### src/rtl/gl_pkg.sv
// Shared types and constants for the triangle assembly / dispatch path.
// Vertex layout is {x, y, z}, each an IEEE-754 single.
package gl_pkg;

    localparam int unsigned VTX_W = 96;
    localparam int unsigned TRI_W = 288;

    localparam int unsigned X_MSB = 95;
    localparam int unsigned Y_MSB = 63;
    localparam int unsigned Z_MSB = 31;

    typedef enum logic [1:0] {
        DSP_IDLE,
        DSP_ISSUE,
        DSP_WAIT
    } dsp_state_e;

endpackage

### src/rtl/gl_tri_dispatch_if.sv
// Vertex input stream and rasterizer dispatch handshake.
// slave is the dispatcher's view, master the environment's view.
interface gl_tri_dispatch_if;
    import gl_pkg::*;

    logic             vtx_valid;
    logic [VTX_W-1:0] vtx_data;
    logic             vtx_last;
    logic             vtx_ready;
    logic             tri_start;
    logic [VTX_W-1:0] tri_v1;
    logic [VTX_W-1:0] tri_v2;
    logic [VTX_W-1:0] tri_v3;
    logic             raster_done;

    modport slave (
        input  vtx_valid, vtx_data, vtx_last, raster_done,
        output vtx_ready, tri_start, tri_v1, tri_v2, tri_v3
    );

    modport master (
        output vtx_valid, vtx_data, vtx_last, raster_done,
        input  vtx_ready, tri_start, tri_v1, tri_v2, tri_v3
    );

endinterface

### src/rtl/gl_tri_fifo.sv
// Synchronous TRI_W x DEPTH triangle FIFO; head reads as zero while empty.
module gl_tri_fifo
    import gl_pkg::*;
#(
    parameter int unsigned DEPTH = 4,
    localparam int unsigned AW = $clog2(DEPTH),
    localparam int unsigned LW = $clog2(DEPTH) + 1
) (
    input  logic             clk,
    input  logic             rst_n,
    input  logic             push,
    input  logic [TRI_W-1:0] push_data,
    input  logic             pop,
    output logic [TRI_W-1:0] head,
    output logic [LW-1:0]    level,
    output logic             full,
    output logic             empty
);

    logic [TRI_W-1:0] mem_q [DEPTH];
    logic [AW-1:0]    wr_ptr_q, wr_ptr_d;
    logic [AW-1:0]    rd_ptr_q, rd_ptr_d;
    logic [LW-1:0]    level_q, level_d;
    logic             push_ok, pop_ok;

    assign full    = (level_q == LW'(DEPTH));
    assign empty   = (level_q == '0);
    assign push_ok = push && !full;
    assign pop_ok  = pop && !empty;

    always_comb begin
        wr_ptr_d = wr_ptr_q;
        rd_ptr_d = rd_ptr_q;
        level_d  = level_q;
        if (push_ok) wr_ptr_d = wr_ptr_q + 1'b1;
        if (pop_ok)  rd_ptr_d = rd_ptr_q + 1'b1;
        if (push_ok && !pop_ok)      level_d = level_q + 1'b1;
        else if (!push_ok && pop_ok) level_d = level_q - 1'b1;
    end

    always_ff @(posedge clk or negedge rst_n) begin
        if (!rst_n) begin
            wr_ptr_q <= '0;
            rd_ptr_q <= '0;
            level_q  <= '0;
        end else begin
            wr_ptr_q <= wr_ptr_d;
            rd_ptr_q <= rd_ptr_d;
            level_q  <= level_d;
        end
    end

    always_ff @(posedge clk) begin
        if (push_ok) mem_q[wr_ptr_q] <= push_data;
    end

    // Masking keeps the outputs at zero after reset without resetting storage.
    assign head  = empty ? '0 : mem_q[rd_ptr_q];
    assign level = level_q;

endmodule

### src/rtl/gl_tri_dispatch.sv
// Triangle assembly and rasterizer dispatch. Strip assembly with alternating
// winding is compiled in with GL_TRI_STRIP_EN; otherwise list assembly only.
module gl_tri_dispatch
    import gl_pkg::*;
#(
    parameter int unsigned DEPTH = 4,
    parameter int unsigned CNT_W = 16,
    localparam int unsigned LW = $clog2(DEPTH) + 1
) (
    input  logic             clk,
    input  logic             rst_n,
    gl_tri_dispatch_if.slave bus,
    input  logic             strip_mode,
    output logic             busy,
    output logic [LW-1:0]    fifo_level,
    output logic [CNT_W-1:0] tri_issued,
    output logic [CNT_W-1:0] vtx_dropped
);

    function automatic logic [CNT_W-1:0] sat_add(input logic [CNT_W-1:0] a,
                                                 input logic [CNT_W-1:0] b);
        logic [CNT_W:0] s;
        s = {1'b0, a} + {1'b0, b};
        return s[CNT_W] ? '1 : s[CNT_W-1:0];
    endfunction

    logic [1:0]       vcnt_q, vcnt_d;
    logic [VTX_W-1:0] va_q, va_d, vb_q, vb_d;
    logic [CNT_W-1:0] issued_q, issued_d, dropped_q, dropped_d;
    logic [1:0]       drop_n;
    logic             accept, push, pop, full, empty;
    logic [TRI_W-1:0] push_tri, head;
    dsp_state_e       state_q, state_d;
    logic             tri_start_q, tri_start_d;

`ifdef GL_TRI_STRIP_EN
    logic parity_q, parity_d, mode_q, mode_d, strip_now;
    // Mode is latched at the first vertex so a strip cannot change type midway.
    assign strip_now = (vcnt_q == 2'd0) ? strip_mode : mode_q;
`else
    logic unused_strip_mode;
    assign unused_strip_mode = strip_mode;
`endif

    assign accept = bus.vtx_valid && bus.vtx_ready;

    always_comb begin
        vcnt_d   = vcnt_q;
        va_d     = va_q;
        vb_d     = vb_q;
        push     = 1'b0;
        push_tri = {va_q, vb_q, bus.vtx_data};
        drop_n   = 2'd0;
`ifdef GL_TRI_STRIP_EN
        parity_d = parity_q;
        mode_d   = mode_q;
`endif
        if (accept) begin
`ifdef GL_TRI_STRIP_EN
            if (vcnt_q == 2'd0) mode_d = strip_mode;
            if (strip_now && vcnt_q == 2'd2) begin
                push     = 1'b1;
                push_tri = parity_q ? {vb_q, va_q, bus.vtx_data} : {va_q, vb_q, bus.vtx_data};
                va_d     = vb_q;
                vb_d     = bus.vtx_data;
                parity_d = !parity_q;
                if (bus.vtx_last) begin
                    vcnt_d   = 2'd0;
                    parity_d = 1'b0;
                end
            end else
`endif
            if (vcnt_q == 2'd2) begin
                push   = 1'b1;
                vcnt_d = 2'd0;
            end else if (bus.vtx_last) begin
                drop_n = vcnt_q + 2'd1;
                vcnt_d = 2'd0;
`ifdef GL_TRI_STRIP_EN
                parity_d = 1'b0;
`endif
            end else begin
                if (vcnt_q == 2'd0) va_d = bus.vtx_data;
                else                vb_d = bus.vtx_data;
                vcnt_d = vcnt_q + 2'd1;
            end
        end
    end

    always_comb begin
        state_d     = state_q;
        tri_start_d = 1'b0;
        pop         = 1'b0;
        unique case (state_q)
            DSP_IDLE: begin
                if (!empty) begin
                    state_d     = DSP_ISSUE;
                    tri_start_d = 1'b1;
                end
            end
            DSP_ISSUE: state_d = DSP_WAIT;
            DSP_WAIT: begin
                if (bus.raster_done) begin
                    pop     = 1'b1;
                    state_d = DSP_IDLE;
                end
            end
            default: state_d = DSP_IDLE;
        endcase
        issued_d  = pop ? sat_add(issued_q, CNT_W'(1)) : issued_q;
        dropped_d = sat_add(dropped_q, CNT_W'(drop_n));
    end

    always_ff @(posedge clk or negedge rst_n) begin
        if (!rst_n) begin
            state_q     <= DSP_IDLE;
            tri_start_q <= 1'b0;
            vcnt_q      <= 2'd0;
            va_q        <= '0;
            vb_q        <= '0;
            issued_q    <= '0;
            dropped_q   <= '0;
`ifdef GL_TRI_STRIP_EN
            parity_q    <= 1'b0;
            mode_q      <= 1'b0;
`endif
        end else begin
            state_q     <= state_d;
            tri_start_q <= tri_start_d;
            vcnt_q      <= vcnt_d;
            va_q        <= va_d;
            vb_q        <= vb_d;
            issued_q    <= issued_d;
            dropped_q   <= dropped_d;
`ifdef GL_TRI_STRIP_EN
            parity_q    <= parity_d;
            mode_q      <= mode_d;
`endif
        end
    end

    gl_tri_fifo #(
        .DEPTH(DEPTH)
    ) u_fifo (
        .clk      (clk),
        .rst_n    (rst_n),
        .push     (push),
        .push_data(push_tri),
        .pop      (pop),
        .head     (head),
        .level    (fifo_level),
        .full     (full),
        .empty    (empty)
    );

    assign bus.vtx_ready = !full;
    assign bus.tri_start = tri_start_q;
    assign {bus.tri_v1, bus.tri_v2, bus.tri_v3} = head;
    assign busy          = (state_q != DSP_IDLE) || (fifo_level != '0);
    assign tri_issued    = issued_q;
    assign vtx_dropped   = dropped_q;

endmodule
### src/flat_wrapper.sv
// flat-port wrapper written by rule: the top's interface ports become plain ports
module gl_tri_dispatch_flat import gl_pkg::*;
#(
    parameter int unsigned DEPTH = 4,
    parameter int unsigned CNT_W = 16,
    localparam int unsigned LW = $clog2(DEPTH) + 1
)
  (clk, rst_n, strip_mode, busy, fifo_level, tri_issued, vtx_dropped, bus_vtx_valid, bus_vtx_data, bus_vtx_last, bus_raster_done, bus_vtx_ready, bus_tri_start, bus_tri_v1, bus_tri_v2, bus_tri_v3);
  gl_tri_dispatch_if bus_i ();
  input  logic clk;
  input  logic rst_n;
  input  logic strip_mode;
  output logic busy;
  output logic [LW-1:0] fifo_level;
  output logic [CNT_W-1:0] tri_issued;
  output logic [CNT_W-1:0] vtx_dropped;
  input wire logic [$bits(bus_i.vtx_valid)-1:0] bus_vtx_valid;
  input wire logic [$bits(bus_i.vtx_data)-1:0] bus_vtx_data;
  input wire logic [$bits(bus_i.vtx_last)-1:0] bus_vtx_last;
  input wire logic [$bits(bus_i.raster_done)-1:0] bus_raster_done;
  output wire logic [$bits(bus_i.vtx_ready)-1:0] bus_vtx_ready;
  output wire logic [$bits(bus_i.tri_start)-1:0] bus_tri_start;
  output wire logic [$bits(bus_i.tri_v1)-1:0] bus_tri_v1;
  output wire logic [$bits(bus_i.tri_v2)-1:0] bus_tri_v2;
  output wire logic [$bits(bus_i.tri_v3)-1:0] bus_tri_v3;
  assign bus_i.vtx_valid = bus_vtx_valid;
  assign bus_i.vtx_data = bus_vtx_data;
  assign bus_i.vtx_last = bus_vtx_last;
  assign bus_i.raster_done = bus_raster_done;
  assign bus_vtx_ready = bus_i.vtx_ready;
  assign bus_tri_start = bus_i.tri_start;
  assign bus_tri_v1 = bus_i.tri_v1;
  assign bus_tri_v2 = bus_i.tri_v2;
  assign bus_tri_v3 = bus_i.tri_v3;
  gl_tri_dispatch #(.DEPTH(DEPTH), .CNT_W(CNT_W)) u_core (.clk(clk), .rst_n(rst_n), .bus(bus_i), .strip_mode(strip_mode), .busy(busy), .fifo_level(fifo_level), .tri_issued(tri_issued), .vtx_dropped(vtx_dropped));
endmodule
### config.mk
export PLATFORM = sky130hd
export DESIGN_NAME = gl_tri_dispatch_flat
export DESIGN_NICKNAME = d
export VERILOG_FILES = /design/src/rtl/gl_pkg.sv /design/src/rtl/gl_tri_dispatch_if.sv /design/src/rtl/gl_tri_fifo.sv /design/src/rtl/gl_tri_dispatch.sv /design/src/flat_wrapper.sv
export SDC_FILE = /design/constraint.sdc
export NUM_CORES = 1
export LEC_CHECK = 0
export CAP_MARGIN = 20
export CORE_MARGIN = 8
export CORE_UTILIZATION = 40
export CTS_BUF_LIST = sky130_fd_sc_hd__clkbuf_16
export DETAILED_ROUTE_END_ITERATION = 12
export PLACE_DENSITY_LB_ADDON = 0.2
export SYNTH_ARGS = -nofsm -noshare
export SYNTH_HDL_FRONTEND = slang
export SYNTH_SLANG_ARGS = --single-unit
### constraint.sdc
create_clock -name clk -period 9.4 [get_ports clk]
set_input_delay 2.35 -clock clk [delete_from_list [all_inputs] [get_ports clk]]
set_output_delay 2.35 -clock clk [all_outputs]
set_load 0.03 [all_outputs]
Yosys cells after proc, flatten, opt, wreduce, memory -nomap -nowiden
Memories as Yosys holds them, arrays and structs flattened. Index checks and enable logic that the tools add are counted.

Memories: 1. RAM bits: 1152. Output and inout port bits: 326. Logic and storage cells: 67. Flip-flop bits (word level): 236.

Memories: u_core.u_fifo.mem_q (depth 4, bits a word 288, read ports 1, clocked after memory_dff 0, wr ports 1, RTL line gl_tri_fifo.sv:20) `logic [TRI_W-1:0] mem_q [DEPTH];`.

Bitwise logic cells: 3. Add/subtract/negate cells: 7. Reductions and logical operators: 19. Mux-type cells: 21. Equal/unequal tests: 6.

Operators with widths (number): 288-bit two-way mux (1); 16-bit two-way mux (2); 16-bit by 1-bit adder with 17-bit output, second input constant (1); 16-bit by 2-bit adder with 17-bit output (1); 2-bit two-way mux (7); 1-bit two-way mux (8); 4-bit AND reduction (2); 2-bit by 1-bit adder with 2-bit output, second input constant (3); 3-bit two-way mux (2); 2-bit one-hot mux with 3 select lines (1); 1-bit logical AND (5); 2-bit == test, second input constant (2); 1-bit zero test (4); 2-bit zero test (2); 2-bit inequality test, second input constant (2); 2-bit nonzero test (2); 3-bit by 1-bit adder with 3-bit output, second input constant (1); 3-bit == test, second input constant (1); 3-bit zero test (1); 1-bit inverter (3); 3-bit nonzero test (1); 3-bit by 1-bit subtractor with 3-bit output, second input constant (1); 2-bit by 1-bit == test with 1-bit output, second input constant (1); 2-bit AND reduction (1); 1-bit logical OR (1).

Depth between registers and ports, before layout
Depth in word-level cells: 9. Mapped depth: 11. Mapped depth without buffers: 10.

Modules after synthesis
A second synthesis with hierarchy kept.

Cells, all modules: 2462. Area total of the unflattened synthesis: 52875.7 sq um.

Modules (own cells, without submodules): gl_tri_fifo (area each 43790.7 sq um, cells each 1860, instances 1, seq. area each 34768.3 sq um); gl_tri_dispatch (area each 9085.0 sq um, cells each 602, instances 1, seq. area each 5730.5 sq um).

Worst setup path after synthesis
OpenSTA, ideal clock, no wires.

Kind: input to register. From: input port bus_vtx_valid. To: memory u_core.u_fifo.mem_q[1][0], enable pin. Library setup time: 688 ps. Arrival: 9193 ps. Stages on the path: 3. Path buffers: 1. Slack: -481 ps. Cells stage by stage: and2_4 -> buf_6 -> and3_1.

Cells in the longest elaborated chain, start to end: 5.

RTL lines: start, declared (RTL line flat_wrapper.sv:17) `input wire logic [$bits(bus_i.vtx_valid)-1:0] bus_vtx_valid;`; 1-bit logical AND (RTL line gl_tri_dispatch.sv:45) `assign accept = bus.vtx_valid && bus.vtx_ready;`; 1-bit two-way mux (RTL line gl_tri_dispatch.sv:58) `if (accept) begin`; 1-bit logical AND (RTL line gl_tri_fifo.sv:28) `assign push_ok = push && !full;`; 1-bit two-way mux (RTL line gl_tri_fifo.sv:54) `if (push_ok) mem_q[wr_ptr_q] <= push_data;`; 1-bit two-way mux (not written as such) (RTL line gl_tri_fifo.sv:54); end, declared (RTL line gl_tri_fifo.sv:20).

No other way between the ends.

Worst setup path in the final report
From: register u_core.u_fifo.rd_ptr_q[0]. To: output port bus_tri_v2[9].

Cells in the longest elaborated chain, start to end: 2.

RTL lines: start, declared (RTL line gl_tri_fifo.sv:22) `logic [AW-1:0] rd_ptr_q, rd_ptr_d;`; start signal, assigned (RTL line gl_tri_fifo.sv:48) `rd_ptr_q <= rd_ptr_d;`; memory read 4 x 288 bit; 288-bit two-way mux (RTL line gl_tri_fifo.sv:58) `assign head = empty ? '0 : mem_q[rd_ptr_q];`; end, declared (RTL line flat_wrapper.sv:24) `output wire logic [$bits(bus_i.tri_v2)-1:0] bus_tri_v2;`.

No other way between the ends.

==> impl_results.md <==
- Worst-path cell chain: buf_4, mux4_2, and2_1, clkdlybuf4s50_1
- Critical-path top delay cell: dfrtp_4
- Post-Synth XOR/XNOR Area: 0.00415
- GRT Total Usage: 0.160
- Proportion of synthesized area in mux cells: 0.165
- Via count: 24700
- Residual DRC: 0
- DIE WIDTH: 379 um
- Fin area: 63600 um^2
- Global-route wire length before repair: 174000 um
- Synthesis Warnings: 0
- Status: finished, final reports clean
- Sum of negative setup slack: 0 ns
- Area grow syn2layout: 20.5%
- Mean routed wirelength per cell: 24.0 um
- Largest family of logic cells by synthesized area: multiplexers
- Clock tree sinks: 1388
- Post-synthesis sequential area ratio: 0.767
- Least-Margin Pin Slew: 1.30 ns
- Peak VDD IR: 0.000362 V
- Cell Area, Placed: 59000 um^2
- Clk root buf: clkbuf_16
- Cts bufs inserted: 148
- Syn Nets: 2577
- P_sw: 7.24 mW
- Syn Area/Cell: 21.4 um^2
- CTS Hold Bufs: 0
- CP Max Fanout: 38
- Post-synthesis cell count: 2463
- Synthesized area: 52800 um^2
- Final setup viols: 0
- Post-Synth Adder-Cell Area: 0.00313
- Filler instances: 10700
- Clock skew: 0.0244 ns
- Critical Path Max Stage Delay: 0.93 ns
- Fin nets: 3057
- Die height: 379 um
- Leading cell types in the layout, fill and taps excluded: edfxtp_1 (1152), clkdlybuf4s50_1 (425), mux4_2 (288), and2_1 (288), dfrtp_1 (234)
- Drt total wl: 116000 um
- Rows: 133
- Synth unique cells: 47
- Seq. cell area: 40500 um^2
- Crit share post-route: 0.666
- Fin. max-slew vios: 0
- DRT Pass-1 Iters: 6
- Kind of critical path: register to output pin
- Fraction of layout cells with a size suffix above 1: 0.220
- Highest clock rate: 0.160 GHz
- Yosys reg bits: 1388
- Multi-input logic area: 11600 um^2
- Total gr overflow: 0
- # port buffers: 426
- Min Tclk post-route: 6.26 ns
- DIE AREA: 144000 um^2
- HP Class: register to register
- Comb pwr share: 0.355
- Worst skew pair latency: 0.76 ns
- Switching Share: 0.333
- Overall Power: 21.8 mW
- Critical Path AT: 3.91 ns
- Post-Synth Simple-Gate Area: 0.0456
- Initial antenna violation count: 10
- Post-CTS Setup Bufs: 0
- RSZ-0062 raised after global routing: no
- Hold slack: 0.498 ns
- Sequential power share: 0.393
- PD cells: 342 nW/um^2
- Max cap viols: 0
- Crit end category: output pin
- Clock-pin slew on the worst setup and hold paths: 0.06 ns
- I/O Pins: 428
- Post-cts sizing count: 0
- Pint: 14.5 mW
- Initial core utilization: 0.402
- Most common cell after layout, fill and taps aside: edfxtp_1
- Largest net degree at the start of global routing: 152
- Gpl congestion: 0.767
- TritonCTS clock tree: yes
- Placeable Area: 131000 um^2
- DPL Wire Length: 63100 um
- Main synth FF type: edfxtp_1
- Async S/R FF share, synth: 0.170
- Relative slew slack: 0.132
- Antenna viol nets, final: 0
- CTS Buffer Depth: 3
- Htree depth: 4
- Leakage: 21.3 nW
- CP required: 7.05 ns
- Startpoint Class: register
- Drt via density: 5.11
- Number of global-route vias before repair: 27000
- Synth Area in Compound Gates: 0.00213
- Clk pwr share: 0.252
- Initial DRC Count: 1635
- Fin. Hold Viols: 0
- Post-synth EDFFs: 1152
[cell families after synthesis]
family	count (synthesis)
buffers and inverters	132
adders and majority gates	12
DFF	1388
xor gates and xnor gates	25
and+or+nand+nor	401
muxes	485
AOI/OAI and AO/OA	20
[layout make-up]
type / count / share of cell area
flip-flops and latches: 1388 / 0.637
clock buffers: 150 / 0.0590
repair buffers: 451 / 0.0726
multi-input cells: 943 / 0.183
diodes: 6 / 0.000236
well taps: 1755 / 0.0345
clock inverters: 124 / 0.0134
inverters: 11 / 0.000649
[critical path: cells and delay by family, from the launching register on]
family,cells,cell delay [ns]
muxes,1,0.59
and+or+nand+nor,1,0.18
buffers and inverters,2,1.43
DFF,1,0.93
[power groups by stage]
stage / sequential, mW / clock [mW] / combinational [mW]
finish: 8.56 / 5.48 / 7.72
global route: 8.67 / 5.86 / 8.22
CTS: 8.56 / 5.63 / 7.93
detailed placement: 8.68 / 0 / 7.89
global placement: 8.57 / 0 / 7.89
floorplan: 8.51 / 0 / 4.92
[synth_stat cells (2+ instances only)]
cell type  instances  area share
xor2_1             8      0.0013
nand4b_1           2     0.00033
nor3b_1            3     0.00043
xnor2_1           17      0.0028
nor2_1            16      0.0011
nand3_1           12      0.0011
nand4_1            8     0.00095
buf_4              6     0.00085
buf_2             38      0.0036
mux4_2           288        0.12
a41oi_1            2     0.00033
and3_1             7     0.00083
dfrtp_1          236        0.11
nor2b_1            2     0.00024
buf_1             16      0.0011
a31oi_1            2     0.00024
nand3b_1           2     0.00028
mux2_2           156       0.033
inv_1             11     0.00078
nand2_1           34      0.0024
ha_1              10      0.0024
nor3_1             7     0.00066
or3_1              4     0.00047
buf_6              5      0.0011
nand2b_1           3     0.00036
clkbuf_1          51      0.0036
o21ai_0            4     0.00038
a21oi_1           10     0.00095
and2_1           288       0.034
nor4_1             4     0.00047
mux2_1            40      0.0085
fa_1               2     0.00076
buf_12             4      0.0015
edfxtp_1        1152        0.66
[state kept, by name (all words and copies together) (netlist names)]
name,cells
u_core.bus.tri_start,1
u_core.state_q,2
u_core.tri_issued,16
u_core.u_fifo.level,3
u_core.u_fifo.mem_q,1152
u_core.u_fifo.rd_ptr_q,2
u_core.u_fifo.wr_ptr_q,2
u_core.va_q,96
u_core.vb_q,96
u_core.vcnt_q,2
u_core.vtx_dropped,16
[path summary, 6_finish.rpt]
check / endpoint / from / depth (start not counted) / slack [ns]
min in group asynchronous: u_core.vb_q[13] / rst_n / 1 / 1.59
hold reg to reg: u_core.u_fifo.mem_q[0][154] / u_core.vb_q[58] / 0 / 0.50
setup reg to reg: u_core.vtx_dropped[13] / u_core.vcnt_q[0] / 10 / 5.22
setup / recovery: bus_tri_v2[9] / u_core.u_fifo.rd_ptr_q[0] / 4 / 3.14
max in group asynchronous: u_core.u_fifo.rd_ptr_q[0] / rst_n / 2 / 6.32
hold / removal: u_core.u_fifo.mem_q[0][154] / u_core.vb_q[58] / 0 / 0.50
[per-layer routing]
| metal | vias to the layer above | routed length (um) | global-route usage |
|---|---|---|---|
| met5 | - | 42 | 0 |
| met4 | 8 | 2200 | 0.0422 |
| met3 | 145 | 8690 | 0.0525 |
| met2 | 637 | 55300 | 0.258 |
| met1 | 13100 | 49500 | 0.212 |
| li1 | 10800 | - | - |
[metrics by stage]
step | setup WS, ns | util | cells
detailed placement | 3.18 | 0.449 | 4548
floorplan | 2.83 | - | 2463
global placement | 3.35 | 0.449 | 4548
CTS | 2.93 | 0.484 | 4822
finish | 3.14 | 0.485 | 4828
global route | 2.81 | 0.484 | 4823
(Power assumes the default switching activity.)
